[config.mk]
export PLATFORM = sky130hd
export DESIGN_NAME = ts_cc_table
export DESIGN_NICKNAME = d
export VERILOG_FILES = /design/src/rtl/ts_pkg.sv /design/src/rtl/ts_cc_table.sv
export SDC_FILE = /design/constraint.sdc
export NUM_CORES = 1
export LEC_CHECK = 0
export ABC_CLOCK_PERIOD_IN_PS = 4430
export CORE_ASPECT_RATIO = 0.75
export CORE_MARGIN = 2
export CORE_UTILIZATION = 38
export CTS_BUF_LIST = sky130_fd_sc_hd__clkbuf_8 sky130_fd_sc_hd__clkbuf_16
export CTS_CLUSTER_DIAMETER = 50
export DETAILED_ROUTE_END_ITERATION = 7
export GPL_TIMING_DRIVEN = 0
export PLACE_DENSITY_LB_ADDON = 0.25
export SETUP_SLACK_MARGIN = 0.2
export SLEW_MARGIN = 20
export SYNTH_ARGS = -nofsm -noshare
export SYNTH_HDL_FRONTEND = slang
export SYNTH_SLANG_ARGS = --single-unit
[constraint.sdc]
create_clock -name clk -period 4.43 [get_ports clk]
set_clock_uncertainty 0.05 [all_clocks]
set_input_delay 0.443 -clock clk [delete_from_list [all_inputs] [get_ports clk]]
set_output_delay 0.443 -clock clk [all_outputs]
set_load 0.1 [all_outputs]
[src/rtl/ts_pkg.sv]
// Shared transport-stream constants and the packet-parser state encoding.
package ts_pkg;

    localparam logic [7:0]  TS_SYNC_BYTE = 8'h47;
    localparam int          TS_PKT_LEN   = 188;
    localparam logic [12:0] TS_NULL_PID  = 13'h1FFF;
    localparam logic [7:0]  TS_LAST_IDX  = 8'(TS_PKT_LEN - 1);

    typedef enum logic [2:0] {
        ST_IDLE,
        ST_HDR1,
        ST_HDR2,
        ST_HDR3,
        ST_PAYLOAD
    } ts_state_e;

endpackage

[src/rtl/ts_cc_table.sv]
// PID slot table for continuity-counter tracking: lookup, duplicate allowance,
// first-free allocation and round-robin replacement when full.
module ts_cc_table
    import ts_pkg::*;
#(
    parameter int PID_SLOTS = 8
) (
    input  logic        clk,
    input  logic        rst,
    input  logic        lookup_i,
    input  logic [12:0] pid_i,
    input  logic [3:0]  cc_i,
    input  logic        has_payload_i,
    input  logic        tei_i,
    output logic        cc_err_o
);

    localparam int IW = $clog2(PID_SLOTS);

    logic [PID_SLOTS-1:0] valid_q;
    logic [PID_SLOTS-1:0] dup_q;
    logic [12:0]          pid_mem_q [PID_SLOTS];
    logic [3:0]           cc_mem_q  [PID_SLOTS];
    logic [IW-1:0]        victim_q;

    logic          active;
    logic          hit;
    logic          free_found;
    logic [IW-1:0] hit_idx;
    logic [IW-1:0] free_idx;
    logic [IW-1:0] tgt_idx;
    logic [3:0]    last_cc;
    logic [3:0]    exp_cc;
    logic          dup_ok;

    assign active = lookup_i && (pid_i != TS_NULL_PID);

    // NOTE: every always_comb output gets a default first so no latch is inferred.
    always_comb begin
        hit        = 1'b0;
        hit_idx    = '0;
        free_found = 1'b0;
        free_idx   = '0;
        // Descending scan so the lowest matching/free index wins.
        for (int i = PID_SLOTS - 1; i >= 0; i--) begin
            if (valid_q[i] && pid_mem_q[i] == pid_i) begin
                hit     = 1'b1;
                hit_idx = IW'(i);
            end
            if (!valid_q[i]) begin
                free_found = 1'b1;
                free_idx   = IW'(i);
            end
        end
        tgt_idx = hit ? hit_idx : (free_found ? free_idx : victim_q);
        last_cc = cc_mem_q[hit_idx];
        exp_cc  = has_payload_i ? last_cc + 4'd1 : last_cc;
        dup_ok  = has_payload_i && !tei_i && (cc_i == last_cc) && !dup_q[hit_idx];
    end

    assign cc_err_o = active && hit && !tei_i && !dup_ok && (cc_i != exp_cc);

    always_ff @(posedge clk) begin
        if (rst) begin
            valid_q  <= '0;
            dup_q    <= '0;
            victim_q <= '0;
        end else if (active) begin
            valid_q[tgt_idx] <= 1'b1;
            dup_q[tgt_idx]   <= hit && dup_ok;
            if (!hit && !free_found) begin
                victim_q <= victim_q + IW'(1);
            end
        end
    end

    // NOTE: slot contents are qualified by valid_q, so the storage itself needs no reset.
    always_ff @(posedge clk) begin
        if (active) begin
            pid_mem_q[tgt_idx] <= pid_i;
            cc_mem_q[tgt_idx]  <= cc_i;
        end
    end

endmodule

==> run metrics <==
mean post-synth cell area=13.7 um^2; CP max FO=8; setup slack after layout=-0.145 ns; pwr dens=367 mW/mm^2; Worst-Margin Slew=0.797 ns; Post-synth ARST share=0%; # diodes=0; CP Launch Point=pid_mem_q[6][8]$_DFFE_PP_; Rel. slew slack=46.6%; area leader, netlist=edfxtp_1; CTS clock-pin slew for the worst setup and hold paths=0.06 ns; DR vias=4747; H-tree levels=4; synthesized area=0.00715 mm^2; clk_lat worst skew=0.42 ns; Crit Path Category=flop to output pin; hold path cells=1; FF-to-FF setup slack=0.24 ns; root buffer cell=clkbuf_16; WP data required=3.94 ns; overall routing resource usage=19.5%; total negative slack=-0.145 ns; vias in the first global route=4519; dpl hpwl=13.3 mm; post-route clock period utilization=103%; Area Overhead vs Synth=25.4%; FF-to-FF Start=pid_mem_q[6][8]$_DFFE_PP_; Synth Register Bits=155; routed vias/inst=5.53; first-pass GRT wire length=28.0 mm; Critical Path End=cc_err_o; Final Max Slew Viols=0; DIE AREA=0.0200 mm^2; layout cell share with drive strength beyond 1=25.2%; RePlAce Congestion=0.894; post-synth cell types=58; largest net degree at the start of global routing=17; Port Buffer Count=22; RSZ-0062 raised after global routing=true; Lkg Pwr=2.94 nW; final setup fails=1; Die H=123 um; DR pass1 iterations=5; Net count, final=624; Inserted Clock Buffers=17; status=finished with violations; # IOs=23; worst-case clock buffer depth=2; Main synth FF type=edfxtp_1; CTS Sinks=155; sequential-to-total area share from yosys stat=62.4%; VDD IR max=262 uV; DRC viols=0; CP startpoint kind=flop; Yosys top cell area share=57.1%; R2R Path End=pid_mem_q[2][6]$_DFFE_PP_; dpl ws=-2.19 ns; DRT iter0 DRCs=401; failing checks=negative setup slack; Core ar.=0.0185 mm^2; total gr overflow=0; final hold vios=0; f_max=219 MHz; Tmin final=4.57 ns; Die Wd=162 um; Worst R2R Path Depth=12; TritonCTS clock tree=built; worst endpoint data arrival time=4.08 ns; number of synthesized flops with an enable pin=136; CP Capture Type=output pin; post-DR wirelength/cell=22.0 um; # rows=43; yosys warns=0; Max Cap Violations=0; antenna-violating nets left=0; Total Routed Length=18.9 mm; syn_nets=546; largest cells by area after synthesis=edfxtp_1 57%, xnor2_1 13%, dfxtp_1 5.3%; Initial Util=38.8%; type of the worst min-delay path=primary input to flop; initial antenna violation count=0; cell count after synthesis=522
-- how the worst min path moves through the flow --
stage                                 start  slack [ns]                   endpoint
floorplan           valid_q[7]$_SDFFE_PP0P_        0.43    valid_q[7]$_SDFFE_PP0P_
global placement    valid_q[5]$_SDFFE_PP0P_        0.46    valid_q[5]$_SDFFE_PP0P_
detailed placement  valid_q[6]$_SDFFE_PP0P_        0.46    valid_q[6]$_SDFFE_PP0P_
CTS                                pid_i[4]        0.25  pid_mem_q[6][4]$_DFFE_PP_
global route                       pid_i[4]        0.24  pid_mem_q[6][4]$_DFFE_PP_
finish                             pid_i[4]        0.25  pid_mem_q[1][4]$_DFFE_PP_
-- registers in the layout, indices dropped and copies added, names as in the netlist --
register	count
victim_q	3
valid_q	8
cc_mem_q	32
pid_mem_q	104
dup_q	8
-- Yosys cell counts (4+ instances only) --
master	instances
edfxtp_1	136
xnor2_1	109
nand4_1	37
nand2_1	28
nor2_1	26
dfxtp_1	19
nor3_1	13
buf_6	10
a21oi_1	9
nor4_1	9
or4_1	9
a31o_1	8
nor3b_1	8
inv_1	6
mux2i_1	6
a31oi_1	5
buf_4	5
a211oi_1	4
clkbuf_1	4
nand2b_1	4
nor4_2	4
o21ai_0	4
-- stage by stage --
| step | cells | utilization (%) | hold slack (ns) | area (um^2) | power (mW) |
|---|---|---|---|---|---|
| after floorplan | 522 | - | 0.430 | 7170 | 1.79 |
| after global placement | 791 | 41.7 | 0.457 | 7700 | 1.88 |
| after detailed placement | 808 | 42.7 | 0.457 | 7880 | 1.89 |
| after CTS | 847 | 47.3 | 0.254 | 8740 | 3.30 |
| after global routing | 859 | 48.6 | 0.242 | 8970 | 3.41 |
| final | 859 | 48.6 | 0.251 | 8970 | 3.30 |
-- what timing repair did --
action	in CTS	in global routing
hold buffers	0	0
gates cloned	0	0
setup endpoints to repair	137	1
resized for setup	113	29
setup buffers	8	12
pin swaps	15	20
-- report_power, final --
part / total (mW) / switching (mW) / internal, mW / leakage [nW]
logic: 0.257 / 0.154 / 0.104 / 1.29
registers: 1.63 / 0.0125 / 1.61 / 1.39
clock network: 1.41 / 0.585 / 0.827 / 0.267
total: 3.30 / 0.751 / 2.54 / 2.94
-- kinds of logic (layout without fill, tap and decap cells) --
family	count (synthesis)	in the layout	share of synthesized area (%)
adder cells (fa/ha/maj)	2	2	0.350
multiplexers	10	10	1.52
AO/OA/AOI/OAI	65	65	7.03
XOR/XNOR	113	113	13.9
buffers and inverters	26	116	2.68
flip-flops	155	155	62.4
AND/OR/NAND/NOR	151	151	12.1
-- final cells by class --
class / instances / area (um^2)
fill: 1580 / 9490
sequential: 155 / 4460
multi-input combinational: 341 / 2900
timing repair buffer: 59 / 475
clock buffer: 17 / 425
tap: 247 / 309
buffer: 20 / 225
clock inverter: 14 / 146
inverter: 6 / 22.5
-- layout by cell type, fill, tap and decap left out, drive strengths merged, types with 3 or more instances in the layout --
cell           netlist  layout
xor2                 3       3
or4                  9       9
mux2i                6       6
o211ai               3       3
or2                  3       3
buf                 16      66
a211oi               5       5
a31o                 8       8
mux2                 4       4
nor2                26      26
clkinvlp             0       4
and4                 3       3
nor4                13      13
o2111ai              3       3
inv                  6       9
edfxtp             136     136
nand4               37      37
clkinv               0       5
nand2               28      28
a31oi                5       5
o21ai                8       8
nor3b                8       8
dfxtp               19      19
nand2b               4       4
o211a                3       3
clkdlybuf4s50        0       8
clkbuf               4      21
a21oi                9       9
nor3                14      14
xnor2              110     110
-- worst max-delay path, stage by stage, from the launching register on --
cell	delay, ns
edfxtp_1	0.46
xnor2_4	0.24
nand4_1	0.13
buf_6	0.16
or4_4	0.42
a211o_1	0.35
a21o_1	0.17
buf_6	0.14
mux2i_4	0.19
a22oi_2	0.26
ha_1	0.30
xnor2_1	0.14
mux2_4	0.28
a31oi_4	0.21
buf_12	0.19
-- per-layer routing --
| metal | up-vias | share of wire [%] | global-route usage [%] |
|---|---|---|---|
| li1 | 2152 | - | - |
| met1 | 2390 | 46 | 28.6 |
| met2 | 177 | 44 | 28.6 |
| met3 | 28 | 8.4 | 4.87 |
| met4 | 0 | 1.8 | 5.92 |
| met5 | - | 0 | 0 |
No activity file was read; power rests on OpenSTA's default activity.
